[src/rtl/pc_seq_pkg.sv]
// Shared types and constants for the fetch-stage PC sequencer.
// Used by pc_sequencer and pc_next_mux.
package pc_seq_pkg;

  typedef enum logic [1:0] {
    BOOT  = 2'd0,
    REQ   = 2'd1,
    DRAIN = 2'd2
  } state_t;

  typedef enum logic [1:0] {
    SRC_NONE = 2'd0,
    SRC_BR   = 2'd1,
    SRC_JMP  = 2'd2,
    SRC_EXC  = 2'd3
  } redir_src_t;

  localparam logic [31:0] DEF_RESET_VECTOR = 32'h0000_0000;
  localparam logic [31:0] DEF_EXC_VECTOR   = 32'h8000_0180;

  function automatic logic [31:0] word_align(
    input logic [31:0] a
  );
    return {a[31:2], 2'b00};
  endfunction

endpackage

[src/rtl/pc_next_mux.sv]
// Priority redirect-target select (exc > jmp > br) plus
// the sequential PC+4 path.
module pc_next_mux
  import pc_seq_pkg::*;
#(
  parameter logic [31:0] EXC_VECTOR = DEF_EXC_VECTOR
) (
  input  logic [31:0] pc,
  input  logic        br_taken,
  input  logic [31:0] br_target,
  input  logic        jmp,
  input  logic [31:0] jmp_target,
  input  logic        exc,
  output redir_src_t  src,
  output logic [31:0] target,
  output logic [31:0] seq_pc
);

  always_comb begin
    src    = SRC_NONE;
    target = '0;
    priority case (1'b1)
      exc: begin
        src    = SRC_EXC;
        target = word_align(EXC_VECTOR);
      end
      jmp: begin
        src    = SRC_JMP;
        target = word_align(jmp_target);
      end
      br_taken: begin
        src    = SRC_BR;
        target = word_align(br_target);
      end
      default: ;
    endcase
  end

  assign seq_pc = pc + 32'd4;

endmodule

[src/rtl/pc_sequencer.sv]
// Fetch-stage PC sequencer: owns the PC, drives imem req/ack.
// Optional counters under `define PC_SEQ_PERF_EN.
module pc_sequencer
  import pc_seq_pkg::*;
#(
  parameter logic [31:0] RESET_VECTOR = DEF_RESET_VECTOR,
  parameter logic [31:0] EXC_VECTOR   = DEF_EXC_VECTOR
) (
  input  logic        clk,
  input  logic        rstn,
  input  logic        stall,
  input  logic        br_taken,
  input  logic [31:0] br_target,
  input  logic        jmp,
  input  logic [31:0] jmp_target,
  input  logic        exc,
  output logic        imem_req,
  output logic [31:0] imem_addr,
  input  logic        imem_ack,
  input  logic [31:0] imem_rdata,
  output logic        if_valid,
  output logic [31:0] if_instr,
  output logic [31:0] if_pc,
`ifdef PC_SEQ_PERF_EN
  output logic [31:0] perf_fetch,
  output logic [31:0] perf_squash,
  output logic [31:0] perf_stall,
`endif
  output logic [31:0] pc_out
);

  state_t      state_q, state_d;
  logic [31:0] pc_q, pc_d;
  logic        v_q, v_d;
  logic [31:0] instr_q, instr_d;
  logic [31:0] ipc_q, ipc_d;
  logic [31:0] redir_q, redir_d;
  logic        rexc_q, rexc_d;
  logic        hold_q, hold_d;

  redir_src_t  src;
  logic [31:0] target;
  logic [31:0] seq_pc;
  logic        redir;
  logic        hold_if;
  logic        take_new;
  logic [31:0] drain_tgt;
  logic        drain_exc;
  logic        pend;

  pc_next_mux #(
    .EXC_VECTOR (EXC_VECTOR)
  ) u_mux (
    .pc         (pc_q),
    .br_taken   (br_taken),
    .br_target  (br_target),
    .jmp        (jmp),
    .jmp_target (jmp_target),
    .exc        (exc),
    .src        (src),
    .target     (target),
    .seq_pc     (seq_pc)
  );

  assign redir   = src != SRC_NONE;
  assign hold_if = stall && v_q;
  assign pend    = imem_req && !imem_ack;

  // a pending exception target survives later br/jmp
  assign take_new  = redir && !(rexc_q && src != SRC_EXC);
  assign drain_tgt = take_new ? target : redir_q;
  assign drain_exc = take_new ? (src == SRC_EXC) : rexc_q;

  always_ff @(posedge clk or negedge rstn) begin
    if (!rstn) begin
      state_q <= BOOT;
      pc_q    <= word_align(RESET_VECTOR);
      v_q     <= 1'b0;
      instr_q <= '0;
      ipc_q   <= '0;
      redir_q <= '0;
      rexc_q  <= 1'b0;
      hold_q  <= 1'b0;
    end else begin
      state_q <= state_d;
      pc_q    <= pc_d;
      v_q     <= v_d;
      instr_q <= instr_d;
      ipc_q   <= ipc_d;
      redir_q <= redir_d;
      rexc_q  <= rexc_d;
      hold_q  <= hold_d;
    end
  end

  always_comb begin
    state_d = state_q;
    pc_d    = pc_q;
    v_d     = v_q;
    instr_d = instr_q;
    ipc_d   = ipc_q;
    redir_d = redir_q;
    rexc_d  = rexc_q;
    hold_d  = hold_q;
    unique case (state_q)
      BOOT: begin
        state_d = REQ;
        if (redir) pc_d = target;
      end
      REQ: begin
        hold_d = pend;
        if (redir) begin
          v_d = 1'b0;
          if (pend) begin
            state_d = DRAIN;
            redir_d = target;
            rexc_d  = src == SRC_EXC;
          end else begin
            pc_d = target;
          end
        end else if (imem_req && imem_ack) begin
          // an in-flight fetch landing behind a stall is replayed
          if (!hold_if) begin
            instr_d = imem_rdata;
            ipc_d   = pc_q;
            v_d     = 1'b1;
            pc_d    = seq_pc;
          end
        end else if (!stall) begin
          v_d = 1'b0;
        end
      end
      DRAIN: begin
        v_d     = 1'b0;
        redir_d = drain_tgt;
        rexc_d  = drain_exc;
        if (imem_ack) begin
          pc_d    = drain_tgt;
          rexc_d  = 1'b0;
          hold_d  = 1'b0;
          state_d = REQ;
        end
      end
      default: state_d = BOOT;
    endcase
  end

  always_comb begin
    imem_req = 1'b0;
    unique case (state_q)
      BOOT:    imem_req = 1'b0;
      REQ:     imem_req = hold_q || !hold_if;
      DRAIN:   imem_req = 1'b1;
      default: imem_req = 1'b0;
    endcase
  end

  assign imem_addr = pc_q;
  assign pc_out    = pc_q;
  assign if_valid  = v_q;
  assign if_instr  = instr_q;
  assign if_pc     = ipc_q;

`ifdef PC_SEQ_PERF_EN
  logic ack_ok;
  logic acc;
  logic sq;

  assign ack_ok = imem_req && imem_ack;
  assign acc = ack_ok && state_q == REQ
            && !redir && !hold_if;
  assign sq  = ack_ok && !acc;

  always_ff @(posedge clk or negedge rstn) begin
    if (!rstn) begin
      perf_fetch  <= '0;
      perf_squash <= '0;
      perf_stall  <= '0;
    end else begin
      if (acc)     perf_fetch  <= perf_fetch + 32'd1;
      if (sq)      perf_squash <= perf_squash + 32'd1;
      if (hold_if) perf_stall  <= perf_stall + 32'd1;
    end
  end
`endif

endmodule

[config.mk]
export PLATFORM = sky130hd
export DESIGN_NAME = pc_sequencer
export DESIGN_NICKNAME = d
export VERILOG_FILES = /design/src/rtl/pc_seq_pkg.sv /design/src/rtl/pc_next_mux.sv /design/src/rtl/pc_sequencer.sv
export SDC_FILE = /design/constraint.sdc
export NUM_CORES = 1
export LEC_CHECK = 0
export BUFFER_PORTS_ARGS = -buffer_cell sky130_fd_sc_hd__buf_4
export CAP_MARGIN = 20
export CORE_AREA = 5 5 128 130
export DETAILED_ROUTE_END_ITERATION = 12
export DIE_AREA = 0 0 133 135
export GPL_TIMING_DRIVEN = 0
export PLACE_DENSITY = 0.86
export SYNTH_ARGS = -nofsm -noshare
export SYNTH_HDL_FRONTEND = slang
export SYNTH_SLANG_ARGS = --single-unit
[constraint.sdc]
create_clock -name clk -period 5.37 [get_ports clk]
set_clock_uncertainty 0.2 [all_clocks]
set_input_delay 1.074 -clock clk [delete_from_list [all_inputs] [get_ports clk]]
set_output_delay 1.074 -clock clk [all_outputs]
set_load 0.01 [all_outputs]
==> impl_metrics.py <==
metrics = {
    "run_status": {
        "run_status": "finished clean",
    },
    "place": {
        "place.gp.congestion": 0.9204,
        "placed_cell_area_um2": 8951,
        "placement.io_buffers": 226,
        "dpl.hpwl_um": 16110,
    },
    "floorplan": {
        "placeableCoreArea_um2": 15030,
        "row_count": 45,
        "die_x_um": 133,
        "die_h_um": 135,
        "floorplan.initialDensity_pct": 46.48,
        "top_level_ports": 233,
        "die_area_um2": 17960,
    },
    "layout": {
        "antenna_cells_inserted": 0,
        "final_net_count": 1025,
        "fin_area_um2": 9535,
        "area.growth.synth_to_final_pct": 36.45,
        "postLayoutCoreUtil_pct": 63.43,
        "drive_gt1_share_pct": 43.76,
    },
    "timing": {
        "remaining_max_slew_budget_at_the_tightest_pin_pct": 32.32,
        "final.min_clock_period_ps": 3377,
        "final-max-slew-violation-count": 0,
        "fin_setup_tns_ps": 0,
        "fmaxAchievable_ghz": 0.2961,
        "timing.final.setup_violations": 0,
        "tightestPinTransition_ps": 1007,
        "final-hold-violation-count": 0,
        "min_period_over_period_pct": 62.89,
        "rsz0062_at_grt": "false",
    },
    "routing": {
        "drt_first_pass_iters": 5,
        "routed_wirelength_um": 21480,
        "remaining_number_of_nets_flagged_by_the_antenna_check_after_routing": 0,
        "detail_route.vias_per_cell": 5.725,
        "routedWlPerCell_um": 19.21,
        "detailedRoute.firstIterationViolations": 501,
        "vias": 6401,
        "drc_errors": 0,
    },
    "setup_path": {
        "crit_path_cell_trace": "inv_1 > ha_1 > nor4bb_1 > nand3b_1 > inv_1 > buf_4",
        "critical_path.startpoint_type": "flip-flop",
        "reg2reg_launch_point": "state_q[0]",
        "cp_slowest_cell": "sky130_fd_sc_hd__nor4bb_1",
        "cp_data_arrival_time_ps": 2100,
        "r2r_slack_ps": 2190,
        "worstReg2RegEnd": "imem_addr[30]",
        "timing.critical_path.required_ps": 4100,
        "cpMostUsedCell": "sky130_fd_sc_hd__inv_1",
        "setup.worst_path.class": "reg2out",
        "r2r_worst_path_depth": 9,
        "crit_path_max_fanout": 7,
        "critical_path.max_stage_delay_ps": 480,
        "element_type_at_the_critical_path_end": "output port",
    },
    "cts": {
        "cts.clk_slew.worst_paths_ps": 50,
        "insertion_delay_ps": 420,
        "cts_htree_levels": 4,
        "cts.repair_timing.setup_buffer_count": 0,
        "clock_sink_count": 133,
        "cts.repair.resized": 0,
        "cts-root-to-sink-buffers": 2,
        "cts_inserted_buffers": 17,
        "cts_root_buf": "sky130_fd_sc_hd__clkbuf_16",
        "post_cts_hold_buffer_count": 0,
        "clock_tree_from_tritoncts": "built",
    },
    "synthesis": {
        "yosys-top-cells-area": "sky130_fd_sc_hd__dfrtp_1 (48%), sky130_fd_sc_hd__mux2_2 (13%), sky130_fd_sc_hd__o21ai_0 (4.0%)",
        "synth.largest_area_cell": "sky130_fd_sc_hd__dfrtp_1",
        "synthTopCellsByCount": "sky130_fd_sc_hd__dfrtp_1 (133), sky130_fd_sc_hd__mux2_2 (82), sky130_fd_sc_hd__o21ai_0 (56), sky130_fd_sc_hd__nor2_1 (52), sky130_fd_sc_hd__nand2_1 (42)",
        "ys_ff_latch": 133,
        "synth-warning-count": 0,
        "synthesis.instances": 671,
        "syn-mean-instance-area_um2": 10.41,
        "synth-main-ff-cell": "sky130_fd_sc_hd__dfrtp_1",
        "synth.distinct_cells": 64,
        "mappedNetlistNets": 779,
        "post_synthesis_cell_area_um2": 6988,
        "netlist.area_leader.share_pct": 47.63,
        "synthMostInstantiatedCell": "sky130_fd_sc_hd__dfrtp_1",
        "synth_enable_flop_cells": 0,
        "synth_async_sr_flop_share_pct": 100.0,
        "yosysSeqAreaShare_pct": 47.63,
    },
    "grt": {
        "grt.total_usage_pct": 23.42,
        "global_route_wire_length_before_repair_um": 33260,
        "number_of_antenna_violations_at_the_first_check_in_global_routing": 0,
        "globalRouteOverflowTotal": 0,
        "first_global_vias": 6334,
        "maximum_number_of_pins_on_one_net_before_global_route_repair": 84,
    },
    "hold_path": {
        "holdCritPathClass": "reg2reg",
        "hold_path_startpoint": "if_pc[0]",
        "holdPathEnd": "if_pc[0]",
        "whs_path_depth": 2,
    },
    "power": {
        "vdd_drop_max_v": 0.0002845,
        "power.density_cell_area_nw_per_um2": 524.2,
        "p_leak_nw": 4.690,
    },
    "job": {
        "drv.max_cap_violation_count": 0,
    },
}
-- where the power goes --
| group | internal (mW) | switching [mW] |
|---|---|---|
| registers | 1.31 | 0.331 |
| clock network | 0.737 | 0.414 |
| logic | 1.06 | 1.15 |
-- sequential cells by signal, indices dropped and copies added, names as in the netlist --
signal and flops:
if_pc 32, hold_q 1, redir_q 32, rexc_q 1, if_valid 1, if_instr 32, imem_addr 32, state_q 2
-- stage by stage --
step / hold WS, ps / power (mW) / worst slack [ps] / cells
finish: 280.9 / 4.999 / 1993 / 1118
global route: 294.8 / 5.266 / 1877 / 1118
CTS: 286.1 / 4.989 / 1982 / 1118
detailed placement: 273.5 / 3.826 / 1874 / 1086
global placement: 263.3 / 3.761 / 1897 / 1085
floorplan: 253.2 / 2.821 / 2380 / 671
-- per-layer routing --
| metal | GRT usage [%] | vias to the layer above | share of wire, % |
|---|---|---|---|
| met2 | 39.33 | 358 | 50 |
| met5 | 0 | - | 0 |
| met4 | 9.296 | 0 | 2.2 |
| met1 | 29.18 | 3063 | 39 |
| met3 | 5.700 | 43 | 8.6 |
| li1 | - | 2937 | - |
-- how the worst max path moves through the flow --
stage / cells after the start / endpoint / from
2_1_floorplan: 8 / redir_q[19] / jmp
3_3_place_gp: 8 / if_instr[28] / stall
3_5_place_dp: 8 / if_instr[24] / stall
4_1_cts: 6 / imem_req / state_q[0]
5_1_grt: 6 / imem_req / state_q[0]
6_report: 6 / imem_req / state_q[0]
-- critical path: cells and delay by family (launching register included) --
kind | cells | cell delay, ps
flops | 1 | 370
fa+ha+maj | 1 | 290
simple gates | 2 | 690
buf+inv | 3 | 340
-- layout by cell type, fill, tap and decap left out, drive strengths merged, types with 5 or more instances in the layout --
master,count
o22ai,6
buf,282
o21ai,57
nor2,54
a22oi,37
a221oi,13
a31oi,8
nand2,42
nor3,13
dfrtp,133
nor4,9
a21oi,22
nand4,5
nand3,18
xnor2,5
mux2,82
o31a,8
clkbuf,46
clkinv,6
a221o,5
inv,19
a22o,5
ha,5
-- kinds of logic after synthesis --
logic type                 count (synthesis)  synth area share, %
DFF                                      133                47.63
buffers and inverters                     99                7.663
and+or+nand+nor                          158                11.51
adders and majority gates                  5               0.8953
muxes                                     82                13.21
AOI/OAI and AO/OA                        188                18.34
xor gates and xnor gates                   6               0.7520
-- layout make-up --
type	instances	area [µm²]
buffer	79	460.4
clock buffer	22	454.2
clock inverter	10	130.1
fill	1228	5498
inverter	20	75.07
multi-input combinational	439	3124
sequential	133	3328
tap	188	235.2
timing repair buffer	227	1728
Note: power is estimated with default switching activity, not from simulation.
